$ cat src/rtl/ysyx_24100005_ifu.sv
// -----------------------------------------------------------------------------
// ysyx_24100005_ifu -- instruction fetch unit
//
// Fetches one instruction at a time from a valid/ready memory port and hands
// it to decode through a valid/ready instruction port. At most one memory
// request is outstanding. An execute-stage redirect replaces the fetch PC and
// cancels whatever fetch is in flight or held. If the cancelled request was
// already accepted by memory, its response is awaited in DRAIN and discarded.
//
// Ports:
//   clk             in   1   single clock, rising edge
//   rst             in   1   asynchronous active-low reset
//   mem_req_valid   out  1   fetch request valid (REQ state only)
//   mem_req_ready   in   1   memory accepts request
//   mem_req_addr    out  32  fetch address (current pc)
//   mem_rsp_valid   in   1   fetch data valid, one per accepted request
//   mem_rsp_data    in   32  fetched instruction word
//   inst_valid      out  1   instruction available to decode (HOLD only)
//   inst_ready      in   1   decode consumes instruction
//   inst            out  32  held instruction
//   inst_pc         out  32  PC of held instruction
//   redirect_valid  in   1   PC redirect from execute
//   redirect_pc     in   32  redirect target (low two bits ignored)
// -----------------------------------------------------------------------------
module ysyx_24100005_ifu #(
  parameter logic [31:0] RESET_PC = 32'h8000_0000
) (
  input  logic        clk,
  input  logic        rst,
  output logic        mem_req_valid,
  input  logic        mem_req_ready,
  output logic [31:0] mem_req_addr,
  input  logic        mem_rsp_valid,
  input  logic [31:0] mem_rsp_data,
  output logic        inst_valid,
  input  logic        inst_ready,
  output logic [31:0] inst,
  output logic [31:0] inst_pc,
  input  logic        redirect_valid,
  input  logic [31:0] redirect_pc
);

  typedef enum logic [2:0] {
    S_IDLE  = 3'd0,
    S_REQ   = 3'd1,
    S_WAIT  = 3'd2,
    S_HOLD  = 3'd3,
    S_DRAIN = 3'd4
  } state_e;

  // Instruction fetch is word aligned; the low two bits of a target are dropped.
  function automatic logic [31:0] align_pc(input logic [31:0] addr);
    return {addr[31:2], 2'b00};
  endfunction

  state_e      state_q, state_d;
  logic [31:0] pc_q, pc_d;
  logic [31:0] inst_q, inst_d;
  logic [31:0] inst_pc_q, inst_pc_d;
  logic        req_valid_q, req_valid_d;
  logic        inst_valid_q, inst_valid_d;

  // Next-state, pc and instruction-capture logic; redirect overrides all events.
  always_comb begin
    state_d   = state_q;
    pc_d      = pc_q;
    inst_d    = inst_q;
    inst_pc_d = inst_pc_q;

    if (redirect_valid) begin
      pc_d = align_pc(redirect_pc);
      case (state_q)
        S_REQ: begin
          // An accepted request still owes a response that must be swallowed.
          if (mem_req_ready) begin
            state_d = S_DRAIN;
          end else begin
            state_d = S_REQ;
          end
        end
        S_WAIT, S_DRAIN: begin
          // A response arriving with the redirect settles the outstanding one.
          if (mem_rsp_valid) begin
            state_d = S_REQ;
          end else begin
            state_d = S_DRAIN;
          end
        end
        default: begin
          // IDLE and HOLD: nothing outstanding, refetch at once.
          state_d = S_REQ;
        end
      endcase
    end else begin
      case (state_q)
        S_IDLE: begin
          state_d = S_REQ;
        end
        S_REQ: begin
          if (mem_req_ready) begin
            state_d = S_WAIT;
          end else begin
            state_d = S_REQ;
          end
        end
        S_WAIT: begin
          if (mem_rsp_valid) begin
            inst_d    = mem_rsp_data;
            inst_pc_d = pc_q;
            state_d   = S_HOLD;
          end else begin
            state_d = S_WAIT;
          end
        end
        S_HOLD: begin
          if (inst_ready) begin
            pc_d    = pc_q + 32'd4;
            state_d = S_REQ;
          end else begin
            state_d = S_HOLD;
          end
        end
        S_DRAIN: begin
          if (mem_rsp_valid) begin
            state_d = S_REQ;
          end else begin
            state_d = S_DRAIN;
          end
        end
        default: begin
          state_d = S_IDLE;
        end
      endcase
    end

    // Handshake outputs are registered copies of the next-state decode.
    req_valid_d  = (state_d == S_REQ);
    inst_valid_d = (state_d == S_HOLD);
  end

  // State, pc, held instruction and registered handshake outputs.
  always_ff @(posedge clk or negedge rst) begin
    if (!rst) begin
      state_q      <= S_IDLE;
      pc_q         <= RESET_PC;
      inst_q       <= 32'h0000_0000;
      inst_pc_q    <= 32'h0000_0000;
      req_valid_q  <= 1'b0;
      inst_valid_q <= 1'b0;
    end else begin
      state_q      <= state_d;
      pc_q         <= pc_d;
      inst_q       <= inst_d;
      inst_pc_q    <= inst_pc_d;
      req_valid_q  <= req_valid_d;
      inst_valid_q <= inst_valid_d;
    end
  end

  assign mem_req_valid = req_valid_q;
  assign mem_req_addr  = pc_q;
  assign inst_valid    = inst_valid_q;
  assign inst          = inst_q;
  assign inst_pc       = inst_pc_q;

endmodule
$ cat config.mk
export PLATFORM = sky130hd
export DESIGN_NAME = ysyx_24100005_ifu
export DESIGN_NICKNAME = d
export VERILOG_FILES = /design/src/rtl/ysyx_24100005_ifu.sv
export SDC_FILE = /design/constraint.sdc
export NUM_CORES = 1
export LEC_CHECK = 0
export CAP_MARGIN = 20
export CORE_ASPECT_RATIO = 0.7
export CORE_MARGIN = 2
export CORE_UTILIZATION = 35
export CTS_CLUSTER_SIZE = 25
export DETAILED_ROUTE_END_ITERATION = 10
export PLACE_DENSITY = 0.65
export SYNTH_ARGS = -nofsm -noshare
export SYNTH_HDL_FRONTEND = slang
export SYNTH_SLANG_ARGS = --single-unit
$ cat constraint.sdc
create_clock -name clk -period 2 [get_ports clk]
set_input_delay 0.3 -clock clk [delete_from_list [all_inputs] [get_ports clk]]
set_output_delay 0.3 -clock clk [all_outputs]
set_load 0.01 [all_outputs]
# Word-level counts from Yosys, hierarchy flattened
# Index checks and enable logic that the tools add are counted.
# classes
n_eq_ne	6
addsub	1
reduce_logical	6
mux	11
bitwise	1
# op_table
cell	count
$mux 32	3
$add 32x3->32 const B	1
$pmux 3 s5	1
$eq 3x2->1 const B	3
$mux 3	3
$eq 3x1->1 const B	2
$pmux 3 s2	1
$mux 2	2
$reduce_bool 2->1	2
$eq 3x3->1 const B	1
$logic_not 3->1	1
$reduce_and 3->1	1
$reduce_and 2->1	1
$reduce_or 2->1	1
$mux 1	1
$not 1->1	1
# word_totals
regBits	101
input_bits	70
wordCells	31

# Depth between registers and ports, before layout
# depth
word_depth	5
ltp_mapped	8

# Worst setup path after synthesis
# OpenSTA, ideal clock, no wires.
# synth_timing
kind	reg-to-reg
startpoint	register pc_q[2], in the netlist mem_req_addr[2]
endpoint	register pc_q[26], in the netlist mem_req_addr[26]
slack_ns	0.408
setup_ns	0.130
path_buffers	1
t_arrival_ns	1.462
period_less_slack_ns	1.592
path_stages_with_launch	8
cell_sequence	dfrtp_1 -> ha_1 -> and3_1 -> and3_1 -> buf_6 -> nand4_1 -> xor2_1 -> o21ai_1
# synth_between
elab_chain_len	4
# synth_rtl
element	line_no	rtl
from (decl)	57	logic [31:0] pc_q, pc_d;
from (signal assigned)	152	pc_q <= pc_d;
$add 32x3->32	117	pc_d = pc_q + 32'd4;
$mux 32	116	if (inst_ready) begin
$mux 32	95	case (state_q)
$mux 32	70	if (redirect_valid) begin
# Every way passes these cells. The select of a mux whose other input is x is not followed.
# A chain may end at the register's enable or synchronous reset.

# Final worst setup path
# layout_timing
startpoint	register state_q[2]
endpoint	register inst_q[30], in the netlist inst[30]
# layout_between
elab_chain_len	2
# layout_rtl
element	line_no	rtl
from (decl)	56	state_e state_q, state_d;
from (signal assigned)	151	state_q <= state_d;
$eq 3x2->1	95	
$reduce_and 3->1 (no source line)	-	
to (signal assigned)	153	inst_q <= inst_d;
to (decl)	58	logic [31:0] inst_q, inst_d;
# Every way passes these cells.

==> flow_summary.json <==
{
  "maxClockFrequency_mhz": 540,
  "area_delta_synth_final_pct": 51.7,
  "drt_first_iter_violations": 110,
  "internal_power_mw": 5.45,
  "drt-wirelength-per-cell_um": 16.0,
  "async_flop_share_pct": 100,
  "setup_ws_ns": 0.147,
  "seq_power_share_pct": 39.2,
  "rsz0062_at_grt": "false",
  "tritoncts": "done",
  "gp_congestion": 0.776,
  "tns_ns": 0,
  "ys.flop_type": "dfrtp_1",
  "postPlaceCellArea_mm2": 0.00612,
  "path_buf_inv": 1,
  "start_util_pct": 36.3,
  "dr_wl_met3_um": 992,
  "cp.required_ns": 2.22,
  "top_layer": "met4",
  "switchingPower_mw": 1.97,
  "status": "finished, final reports clean",
  "drt_pre_antenna_iters": 4,
  "post-place-ws_ns": 0.0467,
  "skew_ns": 0.00534,
  "route.detailed.drc": 0,
  "fp.dieH_um": 96.6,
  "num_vias": 3373,
  "holdWs_ns": 0.431,
  "cap_violations": 0,
  "power_frac_comb_pct": 32.7,
  "port_buffers": 161,
  "ys_types": 39,
  "p_sw_share_pct": 26.6,
  "grtUsageTotal_pct": 17.2,
  "max_stage_delay_ns": 0.46,
  "hp-class": "input port to async pin",
  "grt_max_degree": 66,
  "synthCells": 352,
  "die_w_um": 136,
  "irDropWorstVdd_v": 0.000689,
  "grt_pass1_vias": 3351,
  "clockPowerShare_pct": 28.1,
  "syn_area_mm2": 0.00429,
  "rows": 33,
  "slowest_stage": "dfrtp_1",
  "synth-seq-cells": 97,
  "clk_pin_slew_ns": 0.06,
  "yosysSeqAreaShare_pct": 56.7,
  "cp-start-kind": "register",
  "layout_min_cycle_time_ns": 1.85,
  "dp_hpwl_um": 8110,
  "worst_slew_pin_slew_ns": 0.580,
  "max_slew_margin_pct": 61.3,
  "clock-root-buffer": "clkbuf_16",
  "nNetsFinal": 598,
  "cts.path.max_buffers": 2,
  "grt.overflow.total": 0,
  "final_layout_size_suffix_gt1_share_pct": 18.2,
  "num_antenna_cells": 0,
  "fin_area_mm2": 0.00650,
  "yosysWarnings": 0,
  "period_share_pct": 92.7,
  "place_inst": 672,
  "h-tree-depth": 3,
  "vias_per_cell": 4.90,
  "met1_length_um": 5060,
  "dieArea_mm2": 0.0132,
  "cp_data_arrival_time_ns": 2.08,
  "timing.final.hold_violations": 0,
  "antenna_found_initial": 0,
  "worst-path-max-fanout": 16,
  "final_cells": 689,
  "setup_violations": 0,
  "synth.avg_cell_area_um2": 12.2,
  "cts_buffers": 9,
  "cts_sinks": 97,
  "critical_path.cell_chain": "and2b_1 > and2b_1 > nand3b_1 > buf_4 > mux2_2",
  "insertion_delay_ns": 0.34,
  "grt_pass1_wl_um": 17400,
  "coreArea_mm2": 0.0118,
  "final_util_pct": 55.1,
  "wirelength_um": 11000,
  "cp-end-kind": "register",
  "crit_path_frequent_cell": "and2b_1",
  "ant_nets": 0,
  "powerDensity_mw_per_mm2": 1140,
  "wl_met2_um": 4890,
  "synth-edff-count": 0,
  "power_leakage_nw": 2.82,
  "ios": 168,
  "cp_top_family": "simple AND/OR/NAND/NOR gates",
  "finalPower_mw": 7.42,
  "drv_slew": 0,
  "criticalPathCategory": "register to register"
}
[kinds of logic (layout without fill, tap and decap cells)]
family | after synthesis | count (layout) | synth area share (%)
fa+ha+maj | 1 | 1 | 0.292
buf+inv | 26 | 203 | 4.26
other cells | 1 | 4 | 0.0875
mux | 61 | 61 | 16.0
simple gates | 100 | 100 | 12.2
xor+xnor | 25 | 25 | 5.11
flops | 97 | 97 | 56.7
compound gates | 41 | 41 | 5.34
[state kept, by name (all words and copies together) (netlist names)]
name / count
mem_req_valid: 1
inst: 32
inst_pc: 30
state_q: 3
inst_valid: 1
mem_req_addr: 30
[cells in the final DEF (no fill, tap or decap), types with 6 or more instances in the layout]
| cell type | netlist | final |
|---|---|---|
| nor2_1 | 7 | 7 |
| o21ai_0 | 21 | 21 |
| and3_1 | 9 | 9 |
| dfrtp_1 | 96 | 96 |
| o21ai_1 | 9 | 9 |
| clkbuf_16 | 0 | 9 |
| buf_4 | 4 | 19 |
| mux2_2 | 56 | 56 |
| nand4_1 | 15 | 15 |
| xor2_1 | 19 | 19 |
| xnor2_1 | 6 | 6 |
| clkdlybuf4s50_1 | 0 | 159 |
| nand2_1 | 36 | 36 |
| nand3_1 | 12 | 12 |
[worst reg2reg max path, cell delays in order (launching register included)]
cell	delay (ns)
dfrtp_1	0.46
and2b_1	0.24
and2b_1	0.17
nand3b_1	0.21
buf_4	0.30
mux2_2	0.37
[final cells by class]
| class | instances | area [µm²] |
|---|---|---|
| repair buffers | 183 | 1810 |
| flip-flops and latches | 97 | 2430 |
| clock inverters | 7 | 141 |
| inverters | 4 | 15.0 |
| well taps | 157 | 196 |
| clock buffers | 9 | 225 |
| multi-input cells | 232 | 1690 |
| fillers | 1048 | 5310 |
[cells in the mapped netlist (2+ instances only)]
cell type  instances  share of area (%)
xnor2_1            6                1.2
nor2_1             7               0.61
o21ai_0           21                2.5
inv_1              4               0.35
nor4_1             3               0.44
a21oi_1            3               0.35
mux2_2            56                 15
o311ai_0           2               0.41
dfrtp_1           96                 56
nand4_1           15                2.2
clkbuf_1           7               0.61
o31ai_1            2               0.35
buf_2              2               0.23
mux2_1             4                1.1
and2b_1            3               0.53
o22ai_1            2               0.29
buf_4              4               0.70
nor2b_1            2               0.29
buf_6              9                2.4
nand3_1           12                1.4
nand3b_1           2               0.35
nand2_1           36                3.2
and2_1             2               0.29
xor2_1            19                3.9
nor3b_1            2               0.35
and3_1             9                1.3
nor3_1             2               0.23
o21ai_1            9                1.1
[timing repair]
item	4_1_cts	5_1_grt
hold buffers	1	0
buffers inserted	0	0
endpoints found under the hold margin	27	0
gates resized for setup	0	0
[metal layers]
metal | global-route usage [%] | up-vias
met1 | 23.1 | 1663
met2 | 26.9 | 115
li1 | - | 1587
met5 | 0 | -
met4 | 3.73 | 0
met3 | 6.05 | 8
[power groups by stage]
| stage | registers, mW | logic [mW] | clock network [mW] |
|---|---|---|---|
| after floorplan | 3.17 | 0.693 | 0 |
| after global placement | 2.91 | 2.42 | 0 |
| after detailed placement | 2.95 | 2.45 | 0 |
| after CTS | 2.91 | 2.47 | 2.15 |
| after global routing | 2.99 | 2.61 | 2.21 |
| final | 2.91 | 2.43 | 2.08 |
[final timing paths]
check | start | endpoint | slack, ns | cells after the start
max | state_q[2]$_DFF_PN0_ | inst[30]$_DFFE_PN0P_ | 0.15 | 5
min | rst | mem_req_addr[20]$_DFFE_PN0P_ | 0.43 | 2
max reg2reg | state_q[2]$_DFF_PN0_ | inst[30]$_DFFE_PN0P_ | 0.15 | 5
min reg2reg | inst_pc[28]$_DFFE_PN0P_ | inst_pc[28]$_DFFE_PN0P_ | 0.48 | 2
max in group asynchronous | rst | inst_pc[24]$_DFFE_PN0P_ | 0.87 | 3
min in group clk | inst_pc[28]$_DFFE_PN0P_ | inst_pc[28]$_DFFE_PN0P_ | 0.48 | 2
Power figures use the tool's default switching activity.
